==> src/rtl/instr_fetch_unit_pkg.sv <==
// Shared types for the instruction fetch unit: fetch FSM states, the NOP encoding
// and the opcode map used by the control FSM.
package instr_fetch_unit_pkg;

    typedef enum logic [1:0] {
        IDLE = 2'd0,
        ADDR = 2'd1,
        DATA = 2'd2
    } fetch_state_t;

    typedef enum logic [6:0] {
        RType        = 7'b0110011,
        IType_logic  = 7'b0010011,
        IType_load   = 7'b0000011,
        IType_jalr   = 7'b1100111,
        IType_system = 7'b1110011,
        SType        = 7'b0100011,
        BType        = 7'b1100011,
        UType_lui    = 7'b0110111,
        UType_auipc  = 7'b0010111,
        JType        = 7'b1101111
    } opcode_t;

    localparam logic [31:0] INSTR_NOP = 32'h0000_0013;

endpackage

==> src/rtl/instr_fetch_unit_if.sv <==
// Instruction memory request/response bus: valid/ready request channel plus a
// single-beat read data return.
interface instr_fetch_unit_if #(
    parameter int XLEN = 32
);
    logic            req;
    logic [XLEN-1:0] addr;
    logic            gnt;
    logic            rvalid;
    logic [31:0]     rdata;

    modport master (output req, addr, input gnt, rvalid, rdata);
    modport slave  (input req, addr, output gnt, rvalid, rdata);

endinterface

==> src/rtl/instr_fetch_unit.sv <==
// Multicycle fetch stage: owns PC/IR, fetches one word per fetch_req over imem.
// Optional macro FETCH_MISALIGN_CHECK_EN turns unaligned fetches into a misaligned pulse.
module instr_fetch_unit
    import instr_fetch_unit_pkg::*;
#(
    parameter int              XLEN     = 32,
    parameter logic [XLEN-1:0] RESET_PC = '0
) (
    input  logic                       clk,
    input  logic                       reset,
    input  logic                       fetch_req,
    input  logic                       pc_update,
    input  logic [XLEN-1:0]            pc_next,
    output logic [XLEN-1:0]            pc,
    output logic [XLEN-1:0]            old_pc,
    instr_fetch_unit_if.master         imem,
    output logic [31:0]                instr,
    output opcode_t                    opcode,
    output logic [4:0]                 rd,
    output logic [4:0]                 rs1,
    output logic [4:0]                 rs2,
    output logic [2:0]                 funct3,
    output logic [6:0]                 funct7,
    output logic                       instr_valid,
    output logic                       fetch_busy,
    output logic                       misaligned
);

    fetch_state_t    state, state_next;
    logic            start, accept, capture, fault;
    logic [XLEN-1:0] issue_pc;
    logic [XLEN-1:0] addr_q;

    // A fetch request seen while idle; it is either issued or rejected as a fault.
    assign start = (state == IDLE) & fetch_req;

`ifdef FETCH_MISALIGN_CHECK_EN
    assign fault = start & (pc[1:0] != 2'b00);

    always_ff @(posedge clk) begin
        if (reset) misaligned <= 1'b0;
        else       misaligned <= fault;
    end
`else
    assign fault      = 1'b0;
    assign misaligned = 1'b0;
`endif

    // NOTE: clocked state uses non-blocking assignments so every register samples
    // pre-edge values regardless of block ordering.
    always_ff @(posedge clk) begin
        if (reset) state <= IDLE;
        else       state <= state_next;
    end

    always_comb begin
        // NOTE: every output of this block gets a default first, so no path can
        // leave one unassigned and infer a latch.
        state_next = state;
        accept     = 1'b0;
        capture    = 1'b0;
        unique case (state)
            IDLE: begin
                if (start && !fault) begin
                    accept     = 1'b1;
                    state_next = ADDR;
                end
            end
            ADDR: begin
                if (imem.gnt) state_next = DATA;
            end
            DATA: begin
                if (imem.rvalid) begin
                    capture    = 1'b1;
                    state_next = IDLE;
                end
            end
            default: state_next = IDLE;
        endcase
    end

    // PC follows pc_update independently; the in-flight request keeps addr_q/issue_pc.
    always_ff @(posedge clk) begin
        if (reset) begin
            pc          <= RESET_PC;
            old_pc      <= RESET_PC;
            issue_pc    <= RESET_PC;
            addr_q      <= RESET_PC;
            instr       <= INSTR_NOP;
            instr_valid <= 1'b0;
        end else begin
            if (pc_update) pc <= pc_next;
            if (start) instr_valid <= 1'b0;
            if (accept) begin
                addr_q   <= {pc[XLEN-1:2], 2'b00};
                issue_pc <= pc;
            end
            if (capture) begin
                instr       <= imem.rdata;
                old_pc      <= issue_pc;
                instr_valid <= 1'b1;
            end
        end
    end

    assign imem.req   = (state == ADDR);
    assign imem.addr  = addr_q;
    assign fetch_busy = (state != IDLE) | start;

    assign opcode = opcode_t'(instr[6:0]);
    assign rd     = instr[11:7];
    assign funct3 = instr[14:12];
    assign rs1    = instr[19:15];
    assign rs2    = instr[24:20];
    assign funct7 = instr[31:25];

endmodule

==> src/flat_wrapper.sv <==
// flat-port wrapper written by rule: the top's interface ports become plain ports
module instr_fetch_unit_flat import instr_fetch_unit_pkg::*;
#(
    parameter int              XLEN     = 32,
    parameter logic [XLEN-1:0] RESET_PC = '0
)
  (clk, reset, fetch_req, pc_update, pc_next, pc, old_pc, instr, opcode, rd, rs1, rs2, funct3, funct7, instr_valid, fetch_busy, misaligned, imem_req, imem_addr, imem_gnt, imem_rvalid, imem_rdata);
  instr_fetch_unit_if #(.XLEN(XLEN)) imem_i ();
  input  logic clk;
  input  logic reset;
  input  logic fetch_req;
  input  logic pc_update;
  input  logic [XLEN-1:0] pc_next;
  output logic [XLEN-1:0] pc;
  output logic [XLEN-1:0] old_pc;
  output logic [31:0] instr;
  output opcode_t opcode;
  output logic [4:0] rd;
  output logic [4:0] rs1;
  output logic [4:0] rs2;
  output logic [2:0] funct3;
  output logic [6:0] funct7;
  output logic instr_valid;
  output logic fetch_busy;
  output logic misaligned;
  output wire logic [$bits(imem_i.req)-1:0] imem_req;
  output wire logic [$bits(imem_i.addr)-1:0] imem_addr;
  input wire logic [$bits(imem_i.gnt)-1:0] imem_gnt;
  input wire logic [$bits(imem_i.rvalid)-1:0] imem_rvalid;
  input wire logic [$bits(imem_i.rdata)-1:0] imem_rdata;
  assign imem_req = imem_i.req;
  assign imem_addr = imem_i.addr;
  assign imem_i.gnt = imem_gnt;
  assign imem_i.rvalid = imem_rvalid;
  assign imem_i.rdata = imem_rdata;
  instr_fetch_unit #(.XLEN(XLEN), .RESET_PC(RESET_PC)) u_core (.clk(clk), .reset(reset), .fetch_req(fetch_req), .pc_update(pc_update), .pc_next(pc_next), .pc(pc), .old_pc(old_pc), .imem(imem_i), .instr(instr), .opcode(opcode), .rd(rd), .rs1(rs1), .rs2(rs2), .funct3(funct3), .funct7(funct7), .instr_valid(instr_valid), .fetch_busy(fetch_busy), .misaligned(misaligned));
endmodule
==> config.mk <==
export PLATFORM = sky130hd
export DESIGN_NAME = instr_fetch_unit_flat
export DESIGN_NICKNAME = d
export VERILOG_FILES = /design/src/rtl/instr_fetch_unit_pkg.sv /design/src/rtl/instr_fetch_unit_if.sv /design/src/rtl/instr_fetch_unit.sv /design/src/flat_wrapper.sv
export SDC_FILE = /design/constraint.sdc
export NUM_CORES = 1
export LEC_CHECK = 0
export ABC_AREA = 1
export CORE_UTILIZATION = 42
export DETAILED_ROUTE_END_ITERATION = 10
export PLACE_DENSITY_LB_ADDON = 0.25
export SYNTH_ARGS = -nofsm -noshare
export SYNTH_HDL_FRONTEND = slang
export SYNTH_SLANG_ARGS = --single-unit
==> constraint.sdc <==
create_clock -name clk -period 1.2 [get_ports clk]
set_input_delay 0.24 -clock clk [delete_from_list [all_inputs] [get_ports clk]]
set_output_delay 0.24 -clock clk [all_outputs]
set_load 0.005 [all_outputs]
==> impl_results.md <==
* Layout cells sized above 1 at 0.481
* Tmin final at 1.39 ns
* Primary FF master, synth: dfxtp_1
* Total power at 11.9 mW
* Final setup TNS at -4.91 ns
* Die area at 13,400 µm²
* CP bufs+invs at 1
* Mapped Cells at 690
* Worst path required time at 0.96 ns
* Max Clk Rate at 0.721 GHz
* CP Cell Sequence: nor2_4 > nand2_1 > buf_2
* Post-synth EDFFs at 0
* Global placement routability congestion at 0.791
* Crit path launch: u_core.state[1]
* Final period utilization at 1.16
* Vias at 5,674
* Post-route cell area at 8360 µm²
* CP max stage delay at 0.36 ns
* Initial core utilization at 0.431
* CTS Sinks at 131
* Pwr/cell area at 1430 nW/µm²
* Most common library cells after synthesis: dfxtp_1 (131), nand2_1 (100), a21oi_1 (95), buf_4 (72), nor2_1 (67)
* Post-synth top area cell: dfxtp_1
* Post-synth top area share at 0.483
* Hold path start: reset
* Yosys warnings at 0
* Crit end category: output pin
* Hold WC Path Type: primary input to flop
* GR Util All Layers at 0.259
* Synth Cell Area at 5440 µm²
* DP HPWL at 11,500 µm
* RSZ-0062 raised after global routing: yes
* CP Data Arrival Time at 1.15 ns
* Vias in the first global route at 5,221
* CP max stage cell: dfxtp_4
* P_leak at 3.72 nW
* Worst hold slack at 0.292 ns
* Slew Viols, Final at 0
* WL/cell at 17.5 µm
* Dpl cells at 1,004
* Violated checks: negative setup slack
* Post-route worst setup slack at -0.187 ns
* Area of the multi-input gates at 2060 µm²
* Global-route wire length before repair at 26,500 µm
* Root Driver: clkbuf_16
* Final core utilization at 0.663
* Vias per Instance at 5.26
* Number of DRC markers in iteration 0 at 409
* CTS tree: built
* CTS buffer count at 17
* Dpl ws at -0.466 ns
* Skew final at 0.00748 ns
* I/O Buffers at 230
* # rows at 41
* Largest net degree at the start of global routing at 65
* Initial antenna violation count at 0
* Post-synthesis sequential area ratio at 0.483
* Drt total wl at 18,800 µm
* Mapped Avg Cell Area at 7.88 µm²
* Critical path class: flop to output pin
* Final hold vios at 0
* Fin cells at 1,079
* Max cap viols at 0
* Async S/R FF share, synth at 0
* Filler cell count at 1,037
* Register area at 2780 µm²
* CP max FO at 4
* CP top delay family: flip-flops
* Status: complete, but fails checks
* CTS Hold Bufs at 0
* Die Height at 116 µm
* Area growth syn-to-layout at 53.8%
* Clock transition at path regs at 0.06 ns
* Most numerous cell in the Yosys netlist: dfxtp_1
* H-tree levels at 4
* Yosys reg bits at 131
* Worst-Skew Late Latency at 0.42 ns
* Area contributors post-synth: dfxtp_1 (48%), buf_4 (9.9%), a21oi_1 (8.7%), nand4_1 (7.4%), nand2_1 (6.9%)
* Drt drc at 0
* Pre-antenna DRT Iters at 5
* Worst VDD drop at 0.000800 V
* Synth unique cells at 19
* Chip width at 116 µm
* Area after DPL at 7540 µm²
* Crit start category: flop
* Final setup violation count at 91
* I/O pin count at 234
* # diodes at 0
* CTS max path bufs at 2
* Core region area at 12,600 µm²
* Post-layout nets at 964
* Detail Route Antenna Nets at 0
* GRT Residual Overflow at 0
* R2R Path Start: u_core.state[1]
## logic make-up (layout without fill, tap and decap cells)
logic type,count (synthesis),count (layout),synth area share
other,1,3,0.000690
buffers and inverters,161,376,0.173
AOI/OAI and AO/OA,127,127,0.117
DFF,131,131,0.483
and+or+nand+nor,270,270,0.227
## sequential cells by signal, indices dropped and copies added, names as in the netlist
signal / count
u_core.imem.addr: 1
u_core.instr: 32
u_core.instr_valid: 1
u_core.issue_pc: 31
u_core.old_pc: 32
u_core.pc: 32
u_core.state: 2
## worst paths after layout
check	to	slack (ns)	cells past startpoint
setup / recovery	fetch_busy	-0.19	3
hold reg to reg	u_core.old_pc[26]	0.46	2
setup reg to reg	u_core.issue_pc[20]	-0.17	9
hold / removal	u_core.instr[4]	0.29	4
## cell usage in the layout (no fill, tap or decap), types with 2 or more instances in the layout
cell type / count
buf_2: 129
dfxtp_2: 120
nand2_1: 99
a21oi_1: 94
clkdlybuf4s50_1: 67
nand4_1: 64
buf_4: 42
nand3_1: 34
nor2_1: 34
inv_1: 33
o21ai_0: 24
clkbuf_16: 22
clkbuf_2: 22
nor2_2: 21
buf_6: 17
buf_12: 16
nor2_4: 13
dfxtp_1: 9
o21ai_1: 8
clkinv_4: 4
clkdlybuf4s15_2: 4
conb_1: 3
bufinv_16: 3
inv_6: 3
clkinvlp_4: 3
buf_16: 3
inv_2: 2
nand3b_1: 2
buf_8: 2
dfxtp_4: 2
## tightest hold or removal path: stages
cell	delay, ns
buf_2	0.12
inv_2	0.05
buf_12	0.17
nand3_1	0.09
## what timing repair did
| action | 4_1_cts | 5_1_grt |
|---|---|---|
| cloned | 3 | 6 |
| setup buffers | 28 | 12 |
| gates resized for setup | 707 | 125 |
| endpoints found under the setup margin | 227 | 133 |
| pin swaps | 3 | 13 |
## routing by layer
metal / up-vias / wire [µm] / track usage
li1: 2647 / - / -
met1: 2731 / 7710 / 0.295
met2: 265 / 9310 / 0.450
met3: 31 / 1390 / 0.0743
met4: 0 / 434 / 0.116
met5: - / 0 / 0
## where the power goes
| part | switching (mW) | leakage (nW) | internal (mW) | total [mW] |
|---|---|---|---|---|
| clock | 2.02 | 0.294 | 3.35 | 5.36 |
| combinational | 0.910 | 2.31 | 0.931 | 1.84 |
| sequential | 0.140 | 1.12 | 4.59 | 4.73 |
## layout make-up
type,instances,area share
Timing Repair Buffer,307,0.303
Inverter,37,0.0184
Sequential cell,131,0.333
Tap cell,172,0.0257
Clock buffer,18,0.0525
Clock inverter,14,0.0214
Multi-Input combinational cell,400,0.246
Power figures use the tool's default switching activity.
